--- src/rtl/lifo_stack.sv ---
// Parametrised synchronous LIFO stack with top-of-stack peek, registered pop
// output, simultaneous push/pop (replace or pass-through) and sticky error flags.
module lifo_stack #(
  parameter  int DATA_W = 8,
  parameter  int DEPTH  = 256,
  localparam int CNT_W  = $clog2(DEPTH + 1)
) (
  input  logic              clk,
  input  logic              reset,
  input  logic              push,
  input  logic              pop,
  input  logic [DATA_W-1:0] din,
  input  logic              clr_err,
  output logic [DATA_W-1:0] dout,
  output logic              dout_valid,
  output logic [DATA_W-1:0] top,
  output logic [CNT_W-1:0]  count,
  output logic              empty,
  output logic              full,
  output logic              overflow,
  output logic              underflow
);

  localparam int AW = (DEPTH > 1) ? $clog2(DEPTH) : 1;

  logic [DATA_W-1:0] mem_q [DEPTH];

  logic [CNT_W-1:0]  count_q, count_d;
  logic [DATA_W-1:0] top_q, top_d;
  logic [DATA_W-1:0] dout_q, dout_d;
  logic              dout_valid_q, dout_valid_d;
  logic              overflow_q, overflow_d;
  logic              underflow_q, underflow_d;

  logic              is_empty, is_full;
  logic [CNT_W-1:0]  cnt_m1, cnt_m2;
  logic [DATA_W-1:0] refill;
  logic              wr_en;
  logic [AW-1:0]     wr_idx;

  assign is_empty = (count_q == '0);
  assign is_full  = (count_q == CNT_W'(DEPTH));
  assign cnt_m1   = count_q - CNT_W'(1);
  assign cnt_m2   = count_q - CNT_W'(2);

  // Entry below the current top; only consumed when count >= 2.
  assign refill   = mem_q[cnt_m2[AW-1:0]];

  always_comb begin
    count_d      = count_q;
    top_d        = top_q;
    dout_d       = dout_q;
    dout_valid_d = 1'b0;
    overflow_d   = overflow_q;
    underflow_d  = underflow_q;
    wr_en        = 1'b0;
    wr_idx       = count_q[AW-1:0];

    if (clr_err) begin
      overflow_d  = 1'b0;
      underflow_d = 1'b0;
    end

    case ({push, pop})
      2'b10: begin
        if (is_full) begin
          overflow_d = 1'b1;
        end else begin
          wr_en   = 1'b1;
          count_d = count_q + CNT_W'(1);
          top_d   = din;
        end
      end
      2'b01: begin
        if (is_empty) begin
          underflow_d = 1'b1;
        end else begin
          dout_d       = top_q;
          dout_valid_d = 1'b1;
          count_d      = cnt_m1;
          top_d        = (count_q == CNT_W'(1)) ? '0 : refill;
        end
      end
      2'b11: begin
        dout_valid_d = 1'b1;
        if (is_empty) begin
          // Pass-through: nothing is stored, din goes straight out.
          dout_d = din;
        end else begin
          dout_d = top_q;
          wr_en  = 1'b1;
          wr_idx = cnt_m1[AW-1:0];
          top_d  = din;
        end
      end
      default: ;
    endcase
  end

  always_ff @(posedge clk) begin
    if (reset) begin
      count_q      <= '0;
      top_q        <= '0;
      dout_q       <= '0;
      dout_valid_q <= 1'b0;
      overflow_q   <= 1'b0;
      underflow_q  <= 1'b0;
    end else begin
      count_q      <= count_d;
      top_q        <= top_d;
      dout_q       <= dout_d;
      dout_valid_q <= dout_valid_d;
      overflow_q   <= overflow_d;
      underflow_q  <= underflow_d;
    end
  end

  // Storage is never cleared; entries at or above count are simply ignored.
  always_ff @(posedge clk) begin
    if (!reset && wr_en) begin
      mem_q[wr_idx] <= din;
    end
  end

  assign dout       = dout_q;
  assign dout_valid = dout_valid_q;
  assign top        = top_q;
  assign count      = count_q;
  assign empty      = is_empty;
  assign full       = is_full;
  assign overflow   = overflow_q;
  assign underflow  = underflow_q;

endmodule

--- config.mk ---
export PLATFORM = sky130hd
export DESIGN_NAME = lifo_stack
export DESIGN_NICKNAME = d
export VERILOG_FILES = /design/src/rtl/lifo_stack.sv
export SDC_FILE = /design/constraint.sdc
export NUM_CORES = 2
export LEC_CHECK = 0
export BUFFER_PORTS_ARGS = -buffer_cell sky130_fd_sc_hd__buf_2
export CAP_MARGIN = 20
export CORE_MARGIN = 1
export CORE_UTILIZATION = 55
export CTS_BUF_LIST = sky130_fd_sc_hd__clkbuf_4 sky130_fd_sc_hd__clkbuf_8 sky130_fd_sc_hd__clkbuf_16
export DETAILED_ROUTE_END_ITERATION = 6
export GPL_ROUTABILITY_DRIVEN = 0
export PLACE_DENSITY_LB_ADDON = 0.25
export SYNTH_ARGS = -nofsm -noshare
export SYNTH_HDL_FRONTEND = slang
export SYNTH_SLANG_ARGS = --single-unit
--- constraint.sdc ---
create_clock -name clk -period 4.7 [get_ports clk]
set_input_delay 0.94 -clock clk [delete_from_list [all_inputs] [get_ports clk]]
set_output_delay 0.94 -clock clk [all_outputs]
set_load 0.02 [all_outputs]
==> metrics.log <==
[metrics] run status: complete, no violations
[metrics] number of buffers inserted by post-CTS setup repair: 0
[metrics] IO Count: 43
[metrics] total met2 wirelength after detailed routing: 96470 um
[metrics] data required time of the worst path: 5.22 ns
[metrics] Post-synth EDFFs: 2048
[metrics] final-report setup violation count: 0
[metrics] IO buf count: 42
[metrics] number of flip-flops and latches in the synthesized netlist: 2076
[metrics] Vias: 42.39k
[metrics] distinct cell type count after synthesis: 85
[metrics] wire length per cell: 32.82 um
[metrics] combinational family with the most area after synthesis: multiplexers
[metrics] commonest cells after routing, fill and taps aside: 2048 x sky130_fd_sc_hd__edfxtp_1, 523 x sky130_fd_sc_hd__mux4_2, 332 x sky130_fd_sc_hd__nor2_1
[metrics] Final Instance Count excl. Fillers: 6420
[metrics] reported max-cap violation count: 0
[metrics] Antenna Nets Post-Route: 0
[metrics] drt total wl: 210700 um
[metrics] synthesized netlist cell count: 3980
[metrics] number of sinks on the clock net: 2076
[metrics] critical path data arrival time: 4.87 ns
[metrics] number of cells upsized or downsized after cts: 0
[metrics] crit share post-route: 92.53%
[metrics] synthesis-to-layout area growth: 13.03%
[metrics] proportion of netlist area held by the largest area contributor: 75.30%
[metrics] Worst Skew: 0.02670 ns
[metrics] Hold/Removal Path Class: in -> reg
[metrics] clock-pin slew on the worst setup and hold paths: 0.06 ns
[metrics] biggest area consumer among synthesized cells: sky130_fd_sc_hd__edfxtp_1
[metrics] via count of the first global-routing pass: 41.91k
[metrics] Crit Path Class: reg -> reg
[metrics] nets: 4342
[metrics] most common cell after layout, fill and taps aside: sky130_fd_sc_hd__edfxtp_1
[metrics] number of cells traversed by the worst hold path: 4
[metrics] warning count from the yosys run: 0
[metrics] Clock Latency Late Sink: 0.84 ns
[metrics] H-tree depth: 4
[metrics] Worst Max-Slew Pin Slew: 1.159 ns
[metrics] top area cells in the synthesized netlist: sky130_fd_sc_hd__edfxtp_1 75%, sky130_fd_sc_hd__mux4_2 14%, sky130_fd_sc_hd__nor2_1 1.5%, sky130_fd_sc_hd__nand2_1 0.92%, sky130_fd_sc_hd__mux2i_1 0.87%
[metrics] Synth Area in Compound Gates: 2.733%
[metrics] core box area: 147500 um2
[metrics] most used flip-flop cell after synthesis: sky130_fd_sc_hd__edfxtp_1
[metrics] flip-flop and latch area: 62070 um2
[metrics] simple-gate share of the synthesized area: 3.747%
[metrics] DRC Markers: 0
[metrics] worst max-slew margin expressed relative to the limit: 22.76%
[metrics] initial antenna violation count: 4
[metrics] final sum of negative setup slack: 0 ns
[metrics] maximum buffer depth of the clock tree: 3
[metrics] maximum clock frequency: 229.9 MHz
[metrics] GR Util All Layers: 28.46%
[metrics] max-slew violation count: 0
[metrics] die outline height: 387.4 um
[metrics] worst vdd ir: 0.4035 mV
[metrics] ratio of cells with drive above 1 in the final layout: 28.13%
[metrics] post-synthesis area per instance: 20.52 um2
[metrics] clock buffers created by TritonCTS: 196
[metrics] startpoint kind of the worst setup timing path: flop
[metrics] HPWL after detailed placement: 131200 um
[metrics] path depth of the worst reg2reg path: 9
[metrics] routed length on met1: 82100 um
[metrics] multi-input combinational cell area: 18300 um2
[metrics] power per standard cell area: 465.2 nW/um2
[metrics] die width: 387.4 um
[metrics] RSZ-0062 raised after global routing: false
[metrics] cell area after technology mapping: 81680 um2
[metrics] Post-CTS Hold Fix Bufs: 0
[metrics] Final Hold Vio Count: 0
[metrics] proportion of synthesized flip-flops having asynchronous set or reset: 0%
[metrics] filler cell count: 9951
[metrics] first-pass GRT wire length: 304000 um
[metrics] clock root buffer: sky130_fd_sc_hd__clkbuf_16
[metrics] largest net degree at the start of global routing: 144
[metrics] Cell Rows: 141
[metrics] Overflow after GRT: 0
[metrics] time the final worst path needs with I/O delays and setup: 4.349 ns
[metrics] element type at the critical path end: flop
[metrics] die outline area: 150000 um2
[metrics] number of optimization iterations in the first detailed-route pass: 7
[metrics] via/cell ratio: 6.603
[metrics] TritonCTS clock tree: yes
[metrics] nets in the synthesized netlist: 4003
[metrics] sum of met3 wire segment lengths after detailed routing: 23870 um
[metrics] leakage power of the design: 28.96 nW
[metrics] parity-gate share of the synthesized area counting xor and xnor cells: 0.1823%
[metrics] highest signal layer in the routed design: met5
[metrics] multiplexer area fraction after synthesis: 15.53%
[metrics] iteration-0 DRC count of the detailed router: 5777
[metrics] effective utilization at floorplan: 55.38%
[metrics] peak fanout along the critical path: 16
[metrics] part of the Yosys area used for sequential elements: 75.98%
[metrics] Synth Area in Adders: 0.1532%
[metrics] placed cell count: 6049
layout make-up:
class                      instances  area share, %
sequential                      2076          67.23
multi-input combinational       1662          19.82
clock buffer                     237          5.743
timing repair buffer             370          3.246
tap                             1930          2.616
clock inverter                   129          1.281
inverter                          13        0.05421
antenna                            3       0.008131
through the flow:
step | setup slack (ns) | power (mW) | utilization [%] | area (um2) | hold slack, ns
floorplan | 0.2762 | 24.78 | - | 81680 | 0.5326
global placement | 0.4169 | 27.33 | 58.18 | 85810 | 0.4440
detailed placement | 0.3369 | 27.37 | 58.18 | 85810 | 0.4573
CTS | 0.5033 | 42.98 | 62.58 | 92300 | 0.3401
global route | 0.1599 | 43.98 | 62.59 | 92320 | 0.3867
finish | 0.3511 | 42.95 | 62.60 | 92320 | 0.3823
state kept, by name (all words and copies together), names as in the netlist:
| register | count |
|---|---|
| mem_q | 2048 |
| count | 9 |
| dout | 8 |
| top | 8 |
| dout_valid | 1 |
| overflow | 1 |
| underflow | 1 |
worst max-delay path, cell delays in order, from the launching register on:
cell,delay (ns)
sky130_fd_sc_hd__dfxtp_4,0.42
sky130_fd_sc_hd__clkinv_1,0.28
sky130_fd_sc_hd__ha_1,0.41
sky130_fd_sc_hd__nor3b_1,0.55
sky130_fd_sc_hd__and2_1,0.32
sky130_fd_sc_hd__nand2_1,0.15
sky130_fd_sc_hd__o31ai_4,0.33
sky130_fd_sc_hd__nand2_1,0.65
sky130_fd_sc_hd__nor2_1,0.61
sky130_fd_sc_hd__buf_4,0.26
kinds of logic after synthesis:
logic type / count (synthesis)
compound gates: 317
xor+xnor: 14
fa+ha+maj: 10
buf+inv: 242
flops: 2076
mux: 610
simple gates: 711
Yosys cell counts, types with 28 or more instances:
| master | number |
|---|---|
| sky130_fd_sc_hd__edfxtp_1 | 2048 |
| sky130_fd_sc_hd__mux4_2 | 523 |
| sky130_fd_sc_hd__nor2_1 | 332 |
| sky130_fd_sc_hd__nand2_1 | 200 |
| sky130_fd_sc_hd__buf_2 | 80 |
| sky130_fd_sc_hd__o22ai_1 | 74 |
| sky130_fd_sc_hd__mux2i_1 | 71 |
| sky130_fd_sc_hd__nand3_1 | 63 |
| sky130_fd_sc_hd__clkbuf_1 | 59 |
| sky130_fd_sc_hd__buf_4 | 57 |
| sky130_fd_sc_hd__a21oi_1 | 50 |
| sky130_fd_sc_hd__o21ai_0 | 39 |
| sky130_fd_sc_hd__dfxtp_1 | 28 |
| sky130_fd_sc_hd__nor3_1 | 28 |
power by group:
group	switching, mW	internal, mW
combinational	4.20	2.45
clock	6.87	8.95
sequential	0.0784	20.4
total	11.2	31.8
routing by layer:
metal / track usage [%] / vias up
li1: - / 17172
met1: 41.29 / 22141
met2: 42.25 / 2632
met3: 7.124 / 443
met4: 10.61 / 6
met5: 0 / -
path summary, 6_finish.rpt:
| kind | from | endpoint | slack (ns) |
|---|---|---|---|
| max | count[0]$_SDFFE_PP0P_ | mem_q[237][6]$_DFFE_PP_ | 0.35 |
| min | clr_err | underflow$_SDFF_PP0_ | 0.38 |
| min reg2reg | underflow$_SDFF_PP0_ | underflow$_SDFF_PP0_ | 0.46 |
| max reg2reg | count[0]$_SDFFE_PP0P_ | mem_q[237][6]$_DFFE_PP_ | 0.35 |
Power figures use the tool's default switching activity.
